**src/rtl/fetch_sequencer.sv**
```systemverilog
// Instruction fetch: owns the PC, captures one word per cycle into a valid/ready stage, handles branch/halt/resume.
// Latency: word appears one edge after it is addressed; stalls hold PC and outputs while valid && !decode_ready.
module fetch_sequencer #(
  parameter int unsigned MEMORY_DEPTH = 31,
  parameter int unsigned BOOT_CYCLES  = 2,
  parameter logic [4:0]  HALT_OPCODE  = 5'b00110
) (
  input  logic        clock,
  input  logic        reset_n,
  output logic [31:0] instruction_address,
  input  logic [31:0] instruction_data_input,
  output logic [31:0] instruction_out,
  output logic [31:0] instruction_pc,
  output logic        instruction_valid,
  input  logic        decode_ready,
  input  logic        branch_taken,
  input  logic [31:0] branch_target,
  input  logic        resume,
  output logic        halted
);

  localparam int CNT_W = (BOOT_CYCLES > 1) ? $clog2(BOOT_CYCLES) : 1;

  typedef enum logic [1:0] {ST_BOOT, ST_FETCH, ST_HALT} state_t;

  state_t             state, state_nxt;
  logic [31:0]        pc, pc_nxt;
  logic [CNT_W-1:0]   boot_cnt, boot_cnt_nxt;
  logic [31:0]        out_dat, out_dat_nxt;
  logic [31:0]        out_pc, out_pc_nxt;
  logic               out_vld, out_vld_nxt;

  logic        accept;
  logic        load;
  logic [31:0] pc_inc;
  logic [31:0] branch_pc;

  assign accept    = out_vld && decode_ready;
  assign load      = !out_vld || decode_ready;
  assign pc_inc    = (pc + 32'd1 == 32'(MEMORY_DEPTH)) ? 32'd0 : pc + 32'd1;
  assign branch_pc = (branch_target < 32'(MEMORY_DEPTH)) ? branch_target : 32'd0;

  always_ff @(posedge clock or negedge reset_n) begin
    if (!reset_n) begin
      state    <= ST_BOOT;
      pc       <= '0;
      boot_cnt <= '0;
      out_dat  <= '0;
      out_pc   <= '0;
      out_vld  <= 1'b0;
    end else begin
      state    <= state_nxt;
      pc       <= pc_nxt;
      boot_cnt <= boot_cnt_nxt;
      out_dat  <= out_dat_nxt;
      out_pc   <= out_pc_nxt;
      out_vld  <= out_vld_nxt;
    end
  end

  always_comb begin
    state_nxt    = state;
    pc_nxt       = pc;
    boot_cnt_nxt = boot_cnt;
    out_dat_nxt  = out_dat;
    out_pc_nxt   = out_pc;
    out_vld_nxt  = out_vld;
    case (state)
      ST_BOOT: begin
        // Memory contents become valid only after its first edge, so no capture here.
        if (boot_cnt == CNT_W'(BOOT_CYCLES - 1)) state_nxt = ST_FETCH;
        else                                     boot_cnt_nxt = boot_cnt + 1'b1;
      end
      ST_FETCH: begin
        if (branch_taken) begin
          pc_nxt      = branch_pc;
          out_vld_nxt = 1'b0;
        end else if (load) begin
          out_dat_nxt = instruction_data_input;
          out_pc_nxt  = pc;
          out_vld_nxt = 1'b1;
          pc_nxt      = pc_inc;
          if (instruction_data_input[31:27] == HALT_OPCODE) state_nxt = ST_HALT;
        end
      end
      ST_HALT: begin
        if (branch_taken) begin
          pc_nxt      = branch_pc;
          out_vld_nxt = 1'b0;
          state_nxt   = ST_FETCH;
        end else begin
          if (accept) out_vld_nxt = 1'b0;
          if (resume) state_nxt = ST_FETCH;
        end
      end
      default: state_nxt = ST_BOOT;
    endcase
  end

  assign instruction_address = pc;
  assign instruction_out     = out_dat;
  assign instruction_pc      = out_pc;
  assign instruction_valid   = out_vld;
  assign halted              = (state == ST_HALT);

endmodule

```
**config.mk**
```make
export PLATFORM = sky130hd
export DESIGN_NAME = fetch_sequencer
export DESIGN_NICKNAME = d
export VERILOG_FILES = /design/src/rtl/fetch_sequencer.sv
export SDC_FILE = /design/constraint.sdc
export NUM_CORES = 1
export LEC_CHECK = 0
export CAP_MARGIN = 20
export CORE_MARGIN = 3
export CORE_UTILIZATION = 47
export DETAILED_ROUTE_END_ITERATION = 8
export GPL_ROUTABILITY_DRIVEN = 0
export HOLD_SLACK_MARGIN = 0.1
export PLACE_DENSITY = 0.88
export SYNTH_ARGS = -nofsm -noshare
export SYNTH_HDL_FRONTEND = slang
export SYNTH_SLANG_ARGS = --single-unit
```
**constraint.sdc**
```tcl
create_clock -name clock -period 3.4 [get_ports clock]
set_input_delay 0.51 -clock clock [delete_from_list [all_inputs] [get_ports clock]]
set_output_delay 0.51 -clock clock [all_outputs]
set_load 0.01 [all_outputs]
```
==> results of run 1 <==
[critical path: cells and delay by family, from the launching register on]
family / cells / cell delay [ns]
compound gates: 2 / 0.27
xor+xnor: 1 / 0.19
fa+ha+maj: 1 / 0.33
flops: 1 / 0.50
simple gates: 5 / 1.66
[where the power goes]
part | switching, mW | internal [mW] | total [mW]
registers | 0.198 | 1.46 | 1.65
clock network | 0.389 | 0.277 | 0.666
logic | 0.727 | 0.905 | 1.63
total | 1.31 | 2.64 | 3.95
[cell usage in the layout (no fill, tap or decap), types with 3 or more instances in the layout]
cell | Yosys | layout
nor4_1 | 9 | 9
o31ai_1 | 13 | 13
and3_4 | 3 | 3
a31oi_1 | 12 | 12
a21oi_1 | 16 | 16
clkbuf_8 | 0 | 10
nand2_1 | 36 | 35
o22ai_1 | 5 | 5
xor2_1 | 4 | 4
o21ai_0 | 37 | 37
ha_1 | 5 | 5
inv_1 | 7 | 7
buf_4 | 3 | 10
dfrtp_1 | 100 | 100
nor3_1 | 10 | 10
o211ai_1 | 4 | 4
nand4_1 | 15 | 15
a311oi_1 | 3 | 3
nand3_1 | 21 | 21
nor2_1 | 28 | 28
and4_1 | 4 | 4
mux2_2 | 62 | 62
xnor2_1 | 7 | 7
clkinvlp_4 | 0 | 3
clkdlybuf4s50_1 | 0 | 165
nand2b_1 | 4 | 4
and3_1 | 10 | 10
[cell usage after synthesis (7+ instances only)]
cell type / count
nor3_1: 10
a21oi_1: 16
inv_1: 7
nor4_1: 9
and3_1: 10
o31ai_1: 13
nand2_1: 36
nand4_1: 15
a31oi_1: 12
o21ai_0: 37
xnor2_1: 7
dfrtp_1: 100
mux2_2: 62
nor2_1: 28
buf_2: 13
clkbuf_1: 18
nand3_1: 21
[final cells by class]
| class | instances | area share [%] |
|---|---|---|
| sequential | 100 | 35.3 |
| multi-input combinational | 348 | 34.6 |
| timing repair buffer | 177 | 24.9 |
| tap | 136 | 2.40 |
| clock buffer | 10 | 1.94 |
| inverter | 8 | 0.424 |
| clock inverter | 4 | 0.388 |
[sequential cells by signal, summed over array words and instances, names as in the netlist]
register and count:
instruction_pc 32, boot_cnt 1, instruction_out 32, instruction_address 32
instruction_valid 1, state 2
[how the worst max path moves through the flow]
| stage | start | end | slack [ns] | cells after the start |
|---|---|---|---|---|
| floorplan | instruction_address[1]$_DFFE_PN0P_ | instruction_address[0]$_DFFE_PN0P_ | 0.69 | 9 |
| global placement | instruction_address[0]$_DFFE_PN0P_ | instruction_address[0]$_DFFE_PN0P_ | 0.56 | 9 |
| detailed placement | instruction_address[0]$_DFFE_PN0P_ | instruction_address[0]$_DFFE_PN0P_ | 0.46 | 9 |
| CTS | instruction_address[0]$_DFFE_PN0P_ | instruction_address[0]$_DFFE_PN0P_ | 0.42 | 9 |
| global route | instruction_address[0]$_DFFE_PN0P_ | instruction_address[0]$_DFFE_PN0P_ | 0.13 | 9 |
| finish | instruction_address[0]$_DFFE_PN0P_ | instruction_address[0]$_DFFE_PN0P_ | 0.33 | 9 |
[per-stage QoR]
stage / utilization, % / instance area, sq um / hold slack, ns / worst slack, ns / instances
2_1_floorplan: - / 5140 / 0.214 / 0.695 / 490
3_3_place_gp: 66.1 / 6920 / 0.452 / 0.565 / 769
3_5_place_dp: 66.1 / 6920 / 0.471 / 0.459 / 769
4_1_cts: 67.7 / 7090 / 0.260 / 0.417 / 783
5_1_grt: 67.7 / 7090 / 0.284 / 0.134 / 783
6_report: 67.7 / 7090 / 0.227 / 0.335 / 783
[kinds of logic (layout without fill, tap and decap cells)]
logic type / Yosys count / after routing
simple gates: 162 / 162
buf+inv: 42 / 199
mux: 63 / 63
fa+ha+maj: 5 / 5
flops: 100 / 100
compound gates: 107 / 107
xor+xnor: 11 / 11
[per-layer routing]
| metal | part of all wire (%) | global-route usage (%) | up-vias |
|---|---|---|---|
| li1 | - | - | 2113 |
| met1 | 40 | 28.7 | 2236 |
| met2 | 50 | 39.0 | 203 |
| met3 | 7.6 | 5.15 | 35 |
| met4 | 2.8 | 7.96 | 0 |
| met5 | 0 | 0 | - |
==> results.yml, run 1 <==
timing:
  max_slew_margin_pct: 45.7
  hold_viol_final: 0
  setup_viol: 0
  timing.setup.tns_ns: 0
  finalClockSkew_ns: 0.0124
  fin_crit_sh_pct: 90.2
  tightest_slew_ns: 0.815
  finalCriticalPeriod_ns: 3.07
  rsz0062_at_grt: "false"
  fmax_mhz: 326
  slew_violations: 0
synthesis:
  yosys_register_bits: 100
  synth_adder_area_share_pct: 1.22
  synthMuxAreaShare_pct: 13.8
  synth-main-ff-cell: "dfrtp_1"
  synth_xor_area_share_pct: 1.88
  synth_seq_area_share_pct: 48.7
  synthArstFlopShare_pct: 100
  synth_edf_count: 0
  syn_nets: 564
  synth_top_family_by_area: "simple AND/OR/NAND/NOR gates"
  synth_cell_type_count: 57
  synth-compound-area-share_pct: 13.1
  yosys-top-cells-area: "dfrtp_1 (49%), mux2_2 (14%), o21ai_0 (3.6%)"
  synth_area_leader_cell: "dfrtp_1"
  syn_inst: 490
  synth_top_area_share_pct: 48.7
  synth.cell_area_sq_mm: 0.00514
  yosysWarnings: 0
  avgSynthCellArea_sq_um: 10.5
  synthSimpleGateAreaFrac_pct: 17.7
setup_path:
  cp-end-kind: "flop"
  r2r_start: "instruction_address[0]$_DFFE_PN0P_"
  rr_endpoint: "instruction_address[0]$_DFFE_PN0P_"
  critical_path.max_fanout: 9
  rrSetupSlack_ns: 0.33
  crit_type: "flop to flop"
  worst-endpoint-arrival_ns: 3.30
  worstPathCellList: "ha_1, nand3_2, nor2_1, nand3_1, xor2_1, nand4_1, or4bb_1, o211ai_1, o21ai_1"
  ff2ff_path_depth: 9
  crit_path_start_kind: "flop"
  slowest_delay_ns: 0.59
  critPathRequiredTime_ns: 3.64
  slowest_stage: "or4bb_1"
drt:
  drcViolationCount: 0
  drtIter0Drc: 357
  drt_wl_total_microns: 14200
  dr.pass1.iters: 6
  viasPerCell: 5.86
  antenna_left: 0
  vias: 4587
  avgRoutedWirePerCell_microns: 18.1
cells_and_area:
  fillers: 828
  area_growth_pct: 38.0
  regArea_sq_mm: 0.00250
  final_nets: 718
  drive_gt1_share_pct: 15.9
  antenna_cells: 0
  multi_input_comb_area_sq_mm: 0.00245
global_route:
  grt_max_degree: 66
  grt.overflow.total: 0
  grt_usage_pct: 22.9
  grt_pass1_wl_microns: 23500
  antenna_found_initial: 0
  grt_pass1_vias: 4680
clock_tree:
  cts_tree: "done"
  cts_hold_buf: 0
  cts_buffer_depth: 2
  cts_sinks: 100
  cts_buffers: 9
  insertion_delay_ns: 0.36
  htree_levels: 3
  cts_resized: 0
  cts_root_buffer: "clkbuf_8"
  cts_setup_buffers: 0
  clkTransAtPathRegs_ns: 0.10
pwr:
  vdd_drop_max_mv: 0.435
  power_mw: 3.95
  leakagePower_nw: 2.85
  p_per_area_mw_per_mm2: 558
place:
  io_buffers: 166
  dp_hpwl_microns: 10700
floorplanning:
  core-area_sq_mm: 0.0105
  die_height_microns: 111
  rows: 37
  start_util_pct: 49.1
  pin_count: 167
  die_x_microns: 111
  dieArea_sq_mm: 0.0122
worst_hold_path:
  min-delay-path-class: "input port to asynchronous set/reset pin"
run_status:
  outcome: "complete, no violations"
job:
  max-cap-violations: 0
No activity file was read; power rests on OpenSTA's default activity.
==> run 2: changes to the inputs <==
- GPL_ROUTABILITY_DRIVEN: 0 -> unset
==> run 2 against run 1 <==
Against the previous run: clock skew rose by 0.00057 ns; critical endpoint is now instruction_address[3]$_DFFE_PN0P_; global-route usage grew 0.64 points; cell count increased by 0.64%; clock power up 15%.
==> results.yml, run 2 (same netlist as run 1, synthesis figures left out) <==
run_status:
  outcome: "complete, no violations"
floorplanning:
  rows: 37
  pin_count: 167
  die_height_microns: 111
  dieArea_sq_mm: 0.0122
  core-area_sq_mm: 0.0105
  start_util_pct: 49.1
  die_x_microns: 111
timing:
  tightest_slew_ns: 0.696
  setup_viol: 0
  fin_crit_sh_pct: 90.9
  rsz0062_at_grt: "false"
  hold_viol_final: 0
  timing.setup.tns_ns: 0
  slew_violations: 0
  fmax_mhz: 324
  max_slew_margin_pct: 53.6
  timing.hold.ws_ns: 0.168
  finalCriticalPeriod_ns: 3.09
  finalClockSkew_ns: 0.0130
clock_tree:
  htree_levels: 3
  insertion_delay_ns: 0.36
  clkTransAtPathRegs_ns: 0.09
  cts_setup_buffers: 0
  cts_buffer_depth: 2
  cts_sinks: 100
  cts_buffers: 9
  cts_resized: 0
  cts_tree: "done"
  cts_hold_buf: 0
  cts_root_buffer: "clkbuf_8"
cells_and_area:
  final_common_cell: "clkdlybuf4s50_1"
  final_util_pct: 68.2
  layout_common_cells: "clkdlybuf4s50_1 (165), dfrtp_1 (100), mux2_2 (62), o21ai_0 (37), nand2_1 (35)"
  multi_input_comb_area_sq_mm: 0.00245
  fillers: 787
  regArea_sq_mm: 0.00250
  drive_gt1_share_pct: 16.6
  antenna_cells: 0
  area_growth_pct: 39.0
  final_cell_area_sq_mm: 0.00714
  final_nets: 721
setup_path:
  cp-end-kind: "flop"
  cpMostUsedCell: "nor2_1"
  critical_path.max_fanout: 9
  worst-endpoint-arrival_ns: 3.34
  ff2ff_path_depth: 9
  worstPathCellList: "ha_1, nand3_2, nor2_1, nand3_1, xor2_1, nand4_1, or4bb_1, nor2_1, o22ai_1"
  slowest_delay_ns: 0.59
  slowest_stage: "or4bb_1"
  critPathRequiredTime_ns: 3.65
  crit_path_start_kind: "flop"
  crit_type: "flop to flop"
drt:
  dr.pass1.iters: 6
  vias: 4612
  drt_wl_total_microns: 14600
  viasPerCell: 5.85
  avgRoutedWirePerCell_microns: 18.5
  drtIter0Drc: 297
  drcViolationCount: 0
  antenna_left: 0
global_route:
  grt_usage_pct: 23.5
  grt_pass1_wl_microns: 24000
  grt_max_degree: 54
  grt.overflow.total: 0
  use_met2_pct: 40.1
  grt_pass1_vias: 4712
  grt_util_met1_pct: 29.5
  use_met3_pct: 6.03
  busiest_layer: "met2"
  antenna_found_initial: 0
pwr:
  p_per_area_mw_per_mm2: 568
  vdd_drop_max_mv: 0.571
  leakagePower_nw: 2.89
job:
  max-cap-violations: 0
place:
  postPlaceCellArea_sq_mm: 0.00693
  dp_hpwl_microns: 11000
  place.gp.congestion: 0.958
  io_buffers: 166
worst_hold_path:
  min-delay-path-class: "input port to asynchronous set/reset pin"
run 2: final timing paths:
check / from / to / slack [ns]
max in group asynchronous: reset_n / instruction_pc[9]$_DFFE_PN0P_ / 2.42
min in group clock: boot_cnt$_DFFE_PN0P_ / boot_cnt$_DFFE_PN0P_ / 0.51
hold reg to reg: boot_cnt$_DFFE_PN0P_ / boot_cnt$_DFFE_PN0P_ / 0.51
setup / recovery: instruction_address[0]$_DFFE_PN0P_ / instruction_address[3]$_DFFE_PN0P_ / 0.31
setup reg to reg: instruction_address[0]$_DFFE_PN0P_ / instruction_address[3]$_DFFE_PN0P_ / 0.31
hold / removal: reset_n / instruction_out[3]$_DFFE_PN0P_ / 0.17
run 2: report_power, final:
part           switching, mW  internal [mW]  leakage, nW
Clock                  0.401          0.367        0.101
Combinational          0.726          0.908         1.48
Sequential             0.196           1.46         1.30
Total                   1.32           2.73         2.89
run 2: area by class of cell:
type | instances | share of cell area (%)
Clock buffer | 14 | 2.70
Inverter | 8 | 0.421
Sequential cell | 100 | 35.1
Tap cell | 136 | 2.38
Timing Repair Buffer | 180 | 24.9
Multi-Input combinational cell | 348 | 34.3
Clock inverter | 2 | 0.210
run 2: critical path: cells and delay by family (launching register included):
kind | cells | cell delay (ns)
AOI/OAI and AO/OA | 1 | 0.11
xor gates and xnor gates | 1 | 0.17
adders and majority gates | 1 | 0.32
DFF | 1 | 0.51
and+or+nand+nor | 6 | 1.88
run 2: per-layer routing:
| layer | vias to the layer above | part of all wire [%] |
|---|---|---|
| met2 | 176 | 50 |
| met4 | 0 | 1.9 |
| met5 | - | 0 |
| met1 | 2282 | 40 |
| li1 | 2130 | - |
| met3 | 24 | 7.7 |
run 2: per-stage QoR:
step           power, mW  setup WS, ns  instances
2_1_floorplan       2.44         0.695        490
3_3_place_gp        3.24         0.522        772
3_5_place_dp        3.31         0.395        772
4_1_cts             4.08         0.353        788
5_1_grt             4.27        0.0268        788
6_report            4.05         0.309        788
